<file path="config.mk">
export PLATFORM = sky130hd
export DESIGN_NAME = sync_fifo_ctrl_param_flat
export DESIGN_NICKNAME = d
export VERILOG_FILES = /design/src/rtl/sync_fifo_ctrl_param_if.sv /design/src/rtl/sync_fifo_ctrl_param.sv /design/src/flat_wrapper.sv
export SDC_FILE = /design/constraint.sdc
export NUM_CORES = 1
export LEC_CHECK = 0
export CAP_MARGIN = 10
export CORE_ASPECT_RATIO = 0.75
export CORE_MARGIN = 3
export CORE_UTILIZATION = 57
export CTS_CLUSTER_DIAMETER = 120
export CTS_CLUSTER_SIZE = 30
export DETAILED_ROUTE_END_ITERATION = 10
export DONT_BUFFER_PORTS = 1
export PLACE_DENSITY = 0.75
export SYNTH_ARGS = -nofsm -noshare
export SYNTH_HDL_FRONTEND = slang
export SYNTH_SLANG_ARGS = --single-unit
</file>
<file path="constraint.sdc">
create_clock -name clk_i -period 5.1 [get_ports clk_i]
set_clock_uncertainty 0.1 [all_clocks]
set_input_delay 1.53 -clock clk_i [delete_from_list [all_inputs] [get_ports clk_i]]
set_output_delay 1.53 -clock clk_i [all_outputs]
set_load 0.02 [all_outputs]
</file>
<file path="src/rtl/sync_fifo_ctrl_param_if.sv">
// Handshake bundle between a producer/consumer pair and sync_fifo_ctrl_param.
// The master side is the user of the FIFO; the slave side is the FIFO itself.
interface sync_fifo_ctrl_param_if #(
    parameter int unsigned WIDTH     = 32,
    parameter int unsigned PTR_WIDTH = 4
);
    logic                 wr_en_i;
    logic [WIDTH-1:0]     wdata_i;
    logic                 rd_en_i;
    logic [WIDTH-1:0]     rdata_o;
    logic                 full_o;
    logic                 empty_o;
    logic                 almost_full_o;
    logic                 almost_empty_o;
    logic [PTR_WIDTH:0]   count_o;
    logic                 wr_error_o;
    logic                 rd_error_o;

    modport master (
        output wr_en_i, wdata_i, rd_en_i,
        input  rdata_o, full_o, empty_o, almost_full_o, almost_empty_o,
               count_o, wr_error_o, rd_error_o
    );

    modport slave (
        input  wr_en_i, wdata_i, rd_en_i,
        output rdata_o, full_o, empty_o, almost_full_o, almost_empty_o,
               count_o, wr_error_o, rd_error_o
    );
endinterface

</file>
<file path="src/rtl/sync_fifo_ctrl_param.sv">
// Single-clock parametrised FIFO: storage array plus controller with
// wrap-bit pointers, registered occupancy/threshold flags, one-cycle error
// pulses and a selectable first-word-fall-through read port.
module sync_fifo_ctrl_param #(
    parameter int unsigned WIDTH     = 32,
    parameter int unsigned DEPTH     = 16,
    parameter int unsigned PTR_WIDTH = $clog2(DEPTH),
    parameter int unsigned AF_THRESH = DEPTH - 2,
    parameter int unsigned AE_THRESH = 2,
    parameter bit          FWFT      = 1'b0
) (
    input  logic                  clk_i,
    input  logic                  rst_i,
    sync_fifo_ctrl_param_if.slave bus
);

    localparam logic [PTR_WIDTH:0] DEPTH_C = DEPTH[PTR_WIDTH:0];
    localparam logic [PTR_WIDTH:0] AF_C    = AF_THRESH[PTR_WIDTH:0];
    localparam logic [PTR_WIDTH:0] AE_C    = AE_THRESH[PTR_WIDTH:0];
    localparam logic [PTR_WIDTH:0] ONE_C   = {{PTR_WIDTH{1'b0}}, 1'b1};

    logic [WIDTH-1:0]   mem [DEPTH];

    logic [PTR_WIDTH:0] wr_ptr_q, wr_ptr_d;
    logic [PTR_WIDTH:0] rd_ptr_q, rd_ptr_d;
    logic [PTR_WIDTH:0] count_q,  count_d;
    logic               full_q,   full_d;
    logic               empty_q,  empty_d;
    logic               af_q,     af_d;
    logic               ae_q,     ae_d;
    logic               wr_err_q, wr_err_d;
    logic               rd_err_q, rd_err_d;

    logic                 wr_acc;
    logic                 rd_acc;
    logic [PTR_WIDTH-1:0] wr_addr;
    logic [PTR_WIDTH-1:0] rd_addr;

    assign wr_addr = wr_ptr_q[PTR_WIDTH-1:0];
    assign rd_addr = rd_ptr_q[PTR_WIDTH-1:0];

    // Accept decisions, next pointers and next-state flags derived from them.
    always_comb begin
        // NOTE: every signal gets a default first so no path leaves it unassigned (no latch).
        rd_acc   = bus.rd_en_i & ~empty_q;
        wr_acc   = bus.wr_en_i & (~full_q | rd_acc);
        wr_ptr_d = wr_ptr_q;
        rd_ptr_d = rd_ptr_q;
        if (wr_acc) wr_ptr_d = wr_ptr_q + ONE_C;
        if (rd_acc) rd_ptr_d = rd_ptr_q + ONE_C;
        count_d  = wr_ptr_d - rd_ptr_d;
        empty_d  = (wr_ptr_d == rd_ptr_d);
        full_d   = (wr_ptr_d[PTR_WIDTH-1:0] == rd_ptr_d[PTR_WIDTH-1:0]) &&
                   (wr_ptr_d[PTR_WIDTH] != rd_ptr_d[PTR_WIDTH]);
        af_d     = (count_d >= AF_C);
        ae_d     = (count_d <= AE_C);
        wr_err_d = bus.wr_en_i & full_q & ~rd_acc;
        rd_err_d = bus.rd_en_i & empty_q;
    end

    // Controller state register with synchronous reset.
    always_ff @(posedge clk_i) begin
        // NOTE: sequential state uses non-blocking assignments so all flops update together.
        if (rst_i) begin
            wr_ptr_q <= '0;
            rd_ptr_q <= '0;
            count_q  <= '0;
            full_q   <= 1'b0;
            empty_q  <= 1'b1;
            af_q     <= 1'b0;
            ae_q     <= 1'b1;
            wr_err_q <= 1'b0;
            rd_err_q <= 1'b0;
        end else begin
            wr_ptr_q <= wr_ptr_d;
            rd_ptr_q <= rd_ptr_d;
            count_q  <= count_d;
            full_q   <= full_d;
            empty_q  <= empty_d;
            af_q     <= af_d;
            ae_q     <= ae_d;
            wr_err_q <= wr_err_d;
            rd_err_q <= rd_err_d;
        end
    end

    // Storage array write port; reset still blocks a concurrent write.
    always_ff @(posedge clk_i) begin
        // NOTE: the array has no reset; pointers alone define which entries are valid.
        if (!rst_i && wr_acc) mem[wr_addr] <= bus.wdata_i;
    end

    generate
        if (FWFT) begin : g_fwft
            // Head word is presented combinationally; a pop just advances rd_ptr.
            assign bus.rdata_o = mem[rd_addr];
        end else begin : g_reg
            logic [WIDTH-1:0] rdata_q, rdata_d;

            // Registered read: load the head word on an accepted read, else hold.
            always_comb begin
                rdata_d = rdata_q;
                if (rd_acc) rdata_d = mem[rd_addr];
            end

            // Read data register, cleared by reset.
            always_ff @(posedge clk_i) begin
                if (rst_i) rdata_q <= '0;
                else       rdata_q <= rdata_d;
            end

            assign bus.rdata_o = rdata_q;
        end
    endgenerate

    assign bus.full_o         = full_q;
    assign bus.empty_o        = empty_q;
    assign bus.almost_full_o  = af_q;
    assign bus.almost_empty_o = ae_q;
    assign bus.count_o        = count_q;
    assign bus.wr_error_o     = wr_err_q;
    assign bus.rd_error_o     = rd_err_q;

endmodule

</file>
<file path="src/flat_wrapper.sv">
// flat-port wrapper written by rule: the top's interface ports become plain ports
module sync_fifo_ctrl_param_flat 
#(
    parameter int unsigned WIDTH     = 32,
    parameter int unsigned DEPTH     = 16,
    parameter int unsigned PTR_WIDTH = $clog2(DEPTH),
    parameter int unsigned AF_THRESH = DEPTH - 2,
    parameter int unsigned AE_THRESH = 2,
    parameter bit          FWFT      = 1'b0
)
  (clk_i, rst_i, bus_wr_en_i, bus_wdata_i, bus_rd_en_i, bus_rdata_o, bus_full_o, bus_empty_o, bus_almost_full_o, bus_almost_empty_o, bus_count_o, bus_wr_error_o, bus_rd_error_o);
  sync_fifo_ctrl_param_if #(.WIDTH(WIDTH), .PTR_WIDTH(PTR_WIDTH)) bus_i ();
  input  logic clk_i;
  input  logic rst_i;
  input wire logic [$bits(bus_i.wr_en_i)-1:0] bus_wr_en_i;
  input wire logic [$bits(bus_i.wdata_i)-1:0] bus_wdata_i;
  input wire logic [$bits(bus_i.rd_en_i)-1:0] bus_rd_en_i;
  output wire logic [$bits(bus_i.rdata_o)-1:0] bus_rdata_o;
  output wire logic [$bits(bus_i.full_o)-1:0] bus_full_o;
  output wire logic [$bits(bus_i.empty_o)-1:0] bus_empty_o;
  output wire logic [$bits(bus_i.almost_full_o)-1:0] bus_almost_full_o;
  output wire logic [$bits(bus_i.almost_empty_o)-1:0] bus_almost_empty_o;
  output wire logic [$bits(bus_i.count_o)-1:0] bus_count_o;
  output wire logic [$bits(bus_i.wr_error_o)-1:0] bus_wr_error_o;
  output wire logic [$bits(bus_i.rd_error_o)-1:0] bus_rd_error_o;
  assign bus_i.wr_en_i = bus_wr_en_i;
  assign bus_i.wdata_i = bus_wdata_i;
  assign bus_i.rd_en_i = bus_rd_en_i;
  assign bus_rdata_o = bus_i.rdata_o;
  assign bus_full_o = bus_i.full_o;
  assign bus_empty_o = bus_i.empty_o;
  assign bus_almost_full_o = bus_i.almost_full_o;
  assign bus_almost_empty_o = bus_i.almost_empty_o;
  assign bus_count_o = bus_i.count_o;
  assign bus_wr_error_o = bus_i.wr_error_o;
  assign bus_rd_error_o = bus_i.rd_error_o;
  sync_fifo_ctrl_param #(.WIDTH(WIDTH), .DEPTH(DEPTH), .PTR_WIDTH(PTR_WIDTH), .AF_THRESH(AF_THRESH), .AE_THRESH(AE_THRESH), .FWFT(FWFT)) u_core (.clk_i(clk_i), .rst_i(rst_i), .bus(bus_i));
endmodule
</file>
==> out/results.ini, run 1 <==
[logic_synthesis]
syn_nets=1030
ys_warn_count=0
ys_ff_latch=565
syn_area_per_cell_um2=21.8
syn_area_um2=21400
syn_inst=984
ys_seq_area_share_pct=76.7
synth.distinct_cells=39

[floorplan]
die_h_um=174
core_area_um2=36500
die_w_um=230
initial_core_util_pct=58.7
dieArea_um2=40000
rows=60
io_pins=79

[timing]
setup_viol=0
worst_pin_slew_ns=1.14
setup_tns_ns=0
max_freq_mhz=297
fin_crit_sh_pct=66.0
maxSlewViolCount=0
fin_ws_ns=1.73
fin_crit_ns=3.37
timing_hold_violations_final=0
slew_headroom_pct=24.1
rsz0062_at_grt=false

[routing]
drc_errors=0
vias=9691
wirelength_mm=45.1
first_iter_violations=1242
firstDrtPassIters=5
drt.antenna.violating_nets=0
viasPerCell=6.46
wl_per_cell_um=30.1

[cts]
cts_tree=done
clkLatencyLatePin_ns=0.57
clk_path_buf_depth=3
post_cts_buffers=0
htree_levels=1
hold_buffers=0
clock_sinks=565
clk_pin_slew_ns=0.12
cts_buffers=22
cts_resized=0
cts_root_buf=clkbuf_16

[setup_path]
crit_fanout=20
cp-start-kind=input port
path_delay_family=compound AO/OA/AOI/OAI gates
slowest_delay_ns=0.42
rr_worst_depth=10
critPathMostFrequentCell=inv_1
timing.rr.start=u_core.rd_ptr_q[0]$_SDFF_PP0_
worstReg2RegEnd=u_core.bus.almost_empty_o$_SDFF_PP1_
cp.required_ns=5.51
path_class=in -> reg
arrival_ns=3.78
cp_num_buf_inv=2
end_kind=flip-flop
crit_chain=and2b_2, o22ai_1, nor2_1, inv_1, ha_1, o21a_1, a221oi_2, mux2i_1, inv_1, a21oi_2
cpMaxStageDelayCell=and2b_2
reg2reg_slack_ns=1.94

[power_and_ir_drop]
power_density_nw_per_um2=357
peakVddDrop_uv=301
p_leak_nw=6.79
total_power_w=0.00816

[finish]
antenna-diode-count=0
final_common_cell=edfxtp_1
fin_area_um2=22800
post-route-util_pct=62.6
drive_gt1_share_pct=24.8
area_delta_synth_final_pct=6.59
fin_nets=1034
final_cell_mix=512 x edfxtp_1, 160 x mux4_2, 76 x nand2_1, 49 x dfxtp_1, 35 x a21oi_1

[placed_design]
dp_hpwl_mm=29.3
place_area_um2=22200
place_ws_ns=1.13
io_buffers=0
gp_congestion=0.799

[hold_path]
min_path_cells=2
holdPathEnd=u_core.wr_ptr_q[4]$_SDFF_PP0_
hold_class=reg -> reg
hold_start=u_core.wr_ptr_q[4]$_SDFF_PP0_

[global_route]
grt_pass1_vias=9638
grt_first_pass_wirelength_mm=66.6
track_usage_pct=22.8
overflow=0
grt_max_degree=131
antenna_found_initial=2

[status]
status=finished, final reports clean

[run]
max_cap_viol_count=0

layout make-up:
type | instances | area (um2)
clock buffers | 39 | 636
clock inverters | 1 | 7.51
fillers | 2438 | 13600
inverters | 9 | 33.8
multi-input cells | 357 | 4800
flip-flops and latches | 565 | 16400
well taps | 496 | 621
repair buffers | 33 | 298
power by group:
part | switching [W] | total (W) | leakage (nW) | internal (W)
combinational | 0.000375 | 0.000748 | 1.44 | 0.000373
clock | 0.00131 | 0.00217 | 0.302 | 0.000865
sequential | 0.000124 | 0.00524 | 5.05 | 0.00512
Yosys cell counts:
| library cell | count | area [um2] |
|---|---|---|
| a21oi_1 | 35 | 175 |
| a21oi_2 | 1 | 8.76 |
| mux4_2 | 160 | 3600 |
| o22ai_1 | 1 | 6.26 |
| inv_1 | 9 | 33.8 |
| mux2_4 | 1 | 15.0 |
| ha_1 | 10 | 125 |
| nor2_1 | 28 | 105 |
| a221oi_2 | 1 | 15.0 |
| xnor2_1 | 9 | 78.8 |
| edfxtp_1 | 512 | 15400 |
| buf_1 | 15 | 56.3 |
| nor2b_1 | 4 | 25.0 |
| a211o_1 | 1 | 8.76 |
| xor2_2 | 1 | 16.3 |
| buf_2 | 9 | 45.0 |
| clkbuf_1 | 15 | 56.3 |
| and4bb_2 | 1 | 12.5 |
| o21a_1 | 1 | 7.51 |
| nand2b_4 | 1 | 13.8 |
| o211ai_2 | 1 | 12.5 |
| mux2i_1 | 1 | 10.0 |
| a31oi_1 | 1 | 6.26 |
| buf_4 | 12 | 90.1 |
| nand4_1 | 3 | 18.8 |
| nand2_1 | 76 | 285 |
| and2b_1 | 1 | 7.51 |
| o211ai_1 | 1 | 7.51 |
| nand3_1 | 2 | 10.0 |
| nand4_2 | 1 | 12.5 |
| xor2_1 | 3 | 26.3 |
| nand2b_1 | 2 | 12.5 |
| nor3_1 | 6 | 30.0 |
| or2_2 | 1 | 6.26 |
| o41ai_2 | 1 | 16.3 |
| dfxtp_1 | 53 | 1060 |
| buf_6 | 2 | 22.5 |
| and3_1 | 1 | 6.26 |
| a31o_2 | 1 | 8.76 |
logic make-up (layout without fill, tap and decap cells):
logic type      count (synthesis)  count (layout)  synth area share, %
flops                         565             565                 76.7
mux                           162             162                 16.9
simple gates                  127             127                 2.55
buf+inv                        62              82                 1.42
compound gates                 45              45                 1.27
xor+xnor                       13              13                0.566
fa+ha+maj                      10              10                0.584
sequential cells by signal (all words and copies together), names as in the netlist, named ones only:
name and flops:
u_core.mem 512, u_core.bus.rdata_o 32, u_core.bus.count_o 5, u_core.rd_ptr_q 5, u_core.wr_ptr_q 4, u_core.bus.almost_empty_o 1, u_core.bus.almost_full_o 1, u_core.bus.empty_o 1
u_core.bus.full_o 1, u_core.bus.rd_error_o 1, u_core.bus.wr_error_o 1
worst register-to-register path: cells and delay by family (launching register included):
kind                     cells  cell delay (ns)
AO/OA/AOI/OAI                3             0.60
XOR/XNOR                     1             0.11
adder cells (fa/ha/maj)      2             0.56
buffers and inverters        2             0.25
flip-flops                   1             0.88
multiplexers                 2             0.59
per-stage QoR:
stage                     hold slack (ns)  cells
after floorplan                     0.387    984
after global placement              0.410   1460
after detailed placement            0.416   1460
after CTS                           0.447   1500
after global routing                0.481   1500
final                               0.442   1500
worst max-delay path by stage:
| stage | slack [ns] | to | cells after the start | from |
|---|---|---|---|---|
| 6_report | 1.73 | u_core.bus.almost_empty_o$_SDFF_PP1_ | 10 | bus_rd_en_i |
| 5_1_grt | 1.54 | u_core.bus.almost_empty_o$_SDFF_PP1_ | 10 | bus_rd_en_i |
| 4_1_cts | 1.73 | u_core.mem[10][24]$_DFFE_PP_ | 7 | bus_rd_en_i |
| 3_5_place_dp | 1.13 | u_core.mem[10][22]$_DFFE_PP_ | 7 | bus_rd_en_i |
| 3_3_place_gp | 1.13 | u_core.mem[10][22]$_DFFE_PP_ | 7 | bus_rd_en_i |
| 2_1_floorplan | 0.15 | u_core.mem[0][0]$_DFFE_PP_ | 7 | bus_rd_en_i |
layer usage:
| layer | vias to the layer above | routed length, um | GRT usage (%) |
|---|---|---|---|
| met1 | 5161 | 19200 | 36.2 |
| met2 | 472 | 20100 | 32.4 |
| li1 | 4006 | - | - |
| met3 | 48 | 5170 | 7.21 |
| met5 | - | 27 | 0 |
| met4 | 4 | 647 | 3.32 |
Power figures use the tool's default switching activity.
==> run 2, diff against run 1 <==
- CORE_UTILIZATION: 57 -> 60
- PLACE_DENSITY: 0.75 -> 0.76
- clock period: 5.1 -> 3.29 ns (I/O delays scaled with it)
==> out/results.ini, run 2 (synthesis results as in run 1) <==
[status]
status=finished, final reports clean

[global_route]
grt_pass1_vias=9956  ; +3.3%
grt_max_degree=56  ; -57%
overflow=0  ; unchanged
track_usage_pct=23.1  ; +0.34 points
grt_first_pass_wirelength_mm=64.5  ; -3.0%
antenna_found_initial=0  ; -2

[power_and_ir_drop]
peakVddDrop_uv=409  ; +36%
seq_power_share_pct=64.4  ; +0.2 points
p_leak_nw=6.89  ; +1.5%
power_density_nw_per_um2=544  ; +52%
combPwrFrac_pct=9.0  ; -0.2 points
p_switching_w=0.00269  ; +49%
total_power_w=0.0126  ; +54%
p_clk_share_pct=26.6  ; about the same
internal_power_w=0.00987  ; +55%
swShare_pct=21.4  ; -0.69 points

[setup_path]
cp.required_ns=3.69  ; -1.82 ns
path_class=reg -> reg
crit_fanout=5  ; -75%
worstReg2RegEnd=u_core.bus.almost_empty_o$_SDFF_PP1_
reg2reg_slack_ns=0.55  ; -1.39 ns
arrival_ns=3.14  ; -0.64 ns
cp-start-kind=flip-flop
rr_worst_depth=12  ; +2
timing.rr.start=u_core.wr_ptr_q[1]$_SDFF_PP0_
end_kind=flip-flop

[timing]
rsz0062_at_grt=false
fin_crit_sh_pct=83.1
maxSlewViolCount=0  ; unchanged
timing_hold_violations_final=0  ; unchanged
max_freq_mhz=366
worst_pin_slew_ns=0.770  ; -0.368 ns
slew_headroom_pct=48.6  ; +25 points
setup_viol=0  ; unchanged
fin_crit_ns=2.74

[routing]
drt.antenna.violating_nets=0  ; unchanged
drc_errors=0  ; unchanged
firstDrtPassIters=5  ; unchanged
vias=9722  ; +0.32%
wirelength_mm=43.0  ; -4.8%
first_iter_violations=1202  ; -3.2%
wl_per_cell_um=29.1  ; -3.3%
viasPerCell=6.58  ; +1.9%

[floorplan]
dieArea_um2=38000  ; -4.9%
io_pins=79  ; unchanged
initial_core_util_pct=61.4  ; +2.6 points
core_area_um2=34900  ; -4.3%
rows=59  ; -1.7%
die_h_um=170  ; -2.4%
die_w_um=224  ; -2.5%

[cts]
post_cts_buffers=0  ; unchanged
htree_levels=1  ; unchanged
cts_tree=done
clk_path_buf_depth=3  ; unchanged
cts_buffers=22  ; unchanged
cts_root_buf=clkbuf_16
hold_buffers=0  ; unchanged
clock_sinks=565  ; unchanged
clkLatencyLatePin_ns=0.57  ; about the same
clk_pin_slew_ns=0.12  ; about the same
cts_resized=0  ; unchanged

[finish]
final_cell_mix=512 x edfxtp_1, 160 x mux4_2, 76 x nand2_1, 49 x dfxtp_1, 35 x a21oi_1
post-route-util_pct=66.2  ; +3.6 points
nFillCells=2188  ; -10%
antenna-diode-count=0  ; unchanged
final_common_cell=edfxtp_1
multi_input_area_um2=4830  ; +0.52%
final_cells=1477  ; -1.5%
drive_gt1_share_pct=26.0  ; +1.2 points
regArea_um2=16400  ; unchanged
largest_reg_flops=512  ; unchanged
fin_nets=1050  ; +1.5%
area_delta_synth_final_pct=7.80
top_register=u_core.mem

[placed_design]
gp_congestion=0.785  ; -1.7%
dp_hpwl_mm=25.1  ; -15%
dpl.cell_count=1437  ; -1.6%
io_buffers=0  ; unchanged

[hold_path]
holdPathEnd=u_core.bus.count_o[3]$_SDFF_PP0_
hold_start=rst_i
hold_class=in -> reg
min_path_cells=1  ; -1

[run]
max_cap_viol_count=0  ; unchanged

==> run 2: cell count changes in the layout (fill, tap and decap cells not counted), sizes merged <==
cell / change
buf: +16
==> run 2: layer usage <==
metal / up-vias / track usage, % / part of all wire [%]
met1: 5180 / 34.1 / 40
met5: - / 0 / 0
li1: 4047 / - / -
met2: 438 / 37.7 / 49
met4: 0 / 4.69 / 2.2
met3: 57 / 4.22 / 8.2
==> run 2: worst max-delay path: stages, from the launching register on <==
cell	delay (ns)
dfxtp_1	0.45
inv_1	0.13
ha_1	0.32
nand2_1	0.07
a21oi_1	0.05
nor2_1	0.25
inv_1	0.12
ha_1	0.25
o21a_1	0.20
a221oi_2	0.26
mux2i_1	0.28
inv_1	0.10
a21oi_2	0.11
==> run 2: area by class of cell <==
type / instances / area share (%)
flip-flops and latches: 565 / 71.2
multi-input cells: 357 / 20.9
clock buffers: 39 / 2.75
repair buffers: 49 / 2.51
well taps: 457 / 2.47
inverters: 9 / 0.146
clock inverters: 1 / 0.0325
==> run 2: worst max path at each step <==
stage / start / depth (start not counted) / endpoint / slack, ns
after detailed placement: bus_rd_en_i / 12 / u_core.bus.almost_empty_o$_SDFF_PP1_ / 0.24
after global routing: u_core.wr_ptr_q[0]$_SDFF_PP0_ / 12 / u_core.bus.almost_empty_o$_SDFF_PP1_ / 0.35
after floorplan: bus_rd_en_i / 7 / u_core.mem[12][0]$_DFFE_PP_ / -0.26
after global placement: bus_rd_en_i / 12 / u_core.bus.almost_empty_o$_SDFF_PP1_ / 0.28
after CTS: u_core.bus.empty_o$_SDFF_PP1_ / 12 / u_core.bus.almost_empty_o$_SDFF_PP1_ / 0.58
final: u_core.wr_ptr_q[1]$_SDFF_PP0_ / 12 / u_core.bus.almost_empty_o$_SDFF_PP1_ / 0.55
==> run 2: per-stage QoR <==
step / setup TNS [ns] / cell area [um2] / setup WS (ns) / hold slack [ns]
finish: 0 / 23100 / 0.555 / 0.386
global route: 0 / 23100 / 0.349 / 0.346
CTS: 0 / 23100 / 0.584 / 0.353
detailed placement: 0 / 22500 / 0.241 / 0.409
global placement: 0 / 22500 / 0.276 / 0.402
floorplan: -115.08 / 21500 / -0.262 / 0.387
==> run 2: power by group through the flow <==
stage	sequential, W	combinational [W]	clock [W]
final	0.00809	0.00113	0.00334
after global routing	0.00810	0.00123	0.00365
after CTS	0.00809	0.00115	0.00340
after detailed placement	0.00826	0.00114	0
after global placement	0.00825	0.00113	0
after floorplan	0.00822	0.000928	0
==> run 3, diff against run 2 <==
- CORE_UTILIZATION: 60 -> 57
- PLACE_DENSITY: 0.76 -> 0.75
- clock period: 3.29 -> 2.51 ns (I/O delays scaled with it)
==> out/results.ini, run 3 (synthesis results as in run 1) <==
[power_and_ir_drop]
power_density_nw_per_um2=701  ; +29%
seq_power_share_pct=63.9  ; -0.5 points
p_leak_nw=7.13  ; +3.6%
total_power_w=0.0166  ; +32%
p_clk_share_pct=26.3  ; -0.3 points
swShare_pct=21.7  ; +0.23 points
combPwrFrac_pct=9.8  ; +0.8 points
peakVddDrop_uv=565  ; +38%
internal_power_w=0.0130  ; +31%
p_switching_w=0.00359  ; +33%

[timing]
slew_headroom_pct=58.0  ; +9.3 points
max_freq_mhz=416  ; +14%
fin_crit_sh_pct=95.9  ; +13 points
setup_viol=0  ; unchanged
setup_tns_ns=0  ; unchanged
rsz0062_at_grt=true
fin_crit_ns=2.41  ; -0.329 ns
fin_ws_ns=0.104  ; -0.451 ns
maxSlewViolCount=0  ; unchanged
timing_hold_violations_final=0  ; unchanged
worst_pin_slew_ns=0.630  ; -0.140 ns

[finish]
top_register=u_core.mem
area_delta_synth_final_pct=10.2
drive_gt1_share_pct=30.1  ; +4.1 points
final_common_cell=edfxtp_1
final_cell_mix=512 x edfxtp_1, 160 x mux4_2, 70 x nand2_1, 50 x buf_4, 47 x dfxtp_1
largest_reg_flops=512  ; unchanged
antenna-diode-count=0  ; unchanged
fin_area_um2=23600  ; +2.2%
final_cells=1544  ; +4.5%
fin_nets=1078  ; +2.7%

[cts]
htree_levels=1  ; unchanged
clk_path_buf_depth=3  ; unchanged
clk_pin_slew_ns=0.12  ; about the same
clkLatencyLatePin_ns=0.59  ; +0.02 ns
cts_root_buf=clkbuf_16
cts_tree=done
cts_buffers=22  ; unchanged
clock_sinks=565  ; unchanged

[floorplan]
initial_core_util_pct=58.7  ; -2.6 points
die_w_um=230  ; +2.5%
io_pins=79  ; unchanged
die_h_um=174  ; +2.5%
core_area_um2=36500  ; +4.5%
dieArea_um2=40000  ; +5.1%
rows=60  ; +1.7%

[setup_path]
arrival_ns=2.80  ; -0.34 ns
path_class=reg -> reg
cp.required_ns=2.90  ; -0.79 ns
crit_chain=buf_4, buf_12, buf_12, mux4_2, mux4_2, nand2_1, a21oi_1
cpMaxStageDelayCell=mux4_2
end_kind=flip-flop
cp_num_buf_inv=3  ; unchanged
cp-start-kind=flip-flop
slowest_delay_ns=0.56  ; +0.11 ns
crit_fanout=27  ; +22
path_delay_family=multiplexers

[global_route]
antenna_found_initial=0  ; unchanged
track_usage_pct=22.0  ; -1.1 points
grt_max_degree=74  ; +32%
overflow=0  ; unchanged
grt_pass1_vias=9861  ; -0.95%
grt_first_pass_wirelength_mm=65.2  ; +0.98%

[placed_design]
dpl.cell_count=1501  ; +4.5%
place_ws_ns=-0.293  ; -0.534 ns
io_buffers=0  ; unchanged
gp_congestion=0.776  ; -1.2%
dp_hpwl_mm=24.1  ; -3.7%
place_area_um2=22900  ; +1.8%

[routing]
dr_wl_met2_mm=21.1  ; -0.41%
firstDrtPassIters=5  ; unchanged
wl_met3_mm=3.28  ; -6.5%
first_iter_violations=1090  ; -9.3%
drt.antenna.violating_nets=0  ; unchanged
viasPerCell=6.29  ; -4.5%
wl_met1_mm=18.3  ; +5.0%
top_layer=met4
vias=9706  ; -0.16%
wirelength_mm=43.5  ; +1.3%
wl_per_cell_um=28.2  ; -3.1%
drc_errors=0  ; unchanged

[status]
status=finished, final reports clean

[run]
max_cap_viol_count=0  ; unchanged

[hold_path]
hold_class=in -> reg

run 3: changes by cell type in the layout (fill, tap and decap cells not counted), sizes merged:
cell and change:
clkinvlp -1, inv +1, clkinv +1, buf +27
run 3: path summary, 6_finish.rpt:
check	start	end	slack, ns	cells past startpoint
setup / recovery	u_core.rd_ptr_q[0]$_SDFF_PP0_	u_core.bus.rdata_o[20]$_SDFFE_PP0N_	0.10	7
setup reg to reg	u_core.rd_ptr_q[0]$_SDFF_PP0_	u_core.bus.rdata_o[20]$_SDFFE_PP0N_	0.10	7
hold / removal	rst_i	u_core.bus.rdata_o[20]$_SDFFE_PP0N_	0.14	1
hold reg to reg	u_core.wr_ptr_q[4]$_SDFF_PP0_	u_core.wr_ptr_q[4]$_SDFF_PP0_	0.45	2
run 3: timing repair:
item                       in CTS  in global routing
gates resized for setup         2                 15
setup buffers                   0                  2
setup endpoints to repair       1                  4
pin swaps                       0                  5
hold buffers                    0                  0
cloned                          0                  1
run 3: cell type report:
type	count	area [um2]
repair buffers	77	928
clock inverters	2	22.5
multi-input cells	357	4960
clock buffers	38	611
inverters	9	33.8
fillers	2383	12900
well taps	496	621
flip-flops and latches	565	16400
run 3: per-stage QoR:
step,hold slack (ns),utilization [%]
after floorplan,0.387,-
after global placement,0.404,62.7
after detailed placement,0.436,62.7
after CTS,0.117,64.4
after global routing,0.102,64.7
final,0.135,64.7
run 3: worst register-to-register path, cell delays in order, from the launching register on:
cell and delay [ns]:
dfxtp_4 0.40, buf_4 0.13, buf_12 0.19, buf_12 0.27
mux4_2 0.60, mux4_2 0.50, nand2_1 0.09, a21oi_1 0.06
run 3: power by group through the flow:
stage	combinational (W)	sequential, W	clock, W
after floorplan	0.00124	0.0108	0
after global placement	0.00157	0.0108	0
after detailed placement	0.00158	0.0108	0
after CTS	0.00160	0.0106	0.00444
after global routing	0.00176	0.0106	0.00474
final	0.00162	0.0106	0.00436
run 3: routing by layer:
metal / vias up / GRT usage (%)
li1: 4110 / -
met1: 5186 / 32.9
met2: 347 / 34.6
met3: 63 / 4.39
met4: 0 / 4.80
met5: - / 0
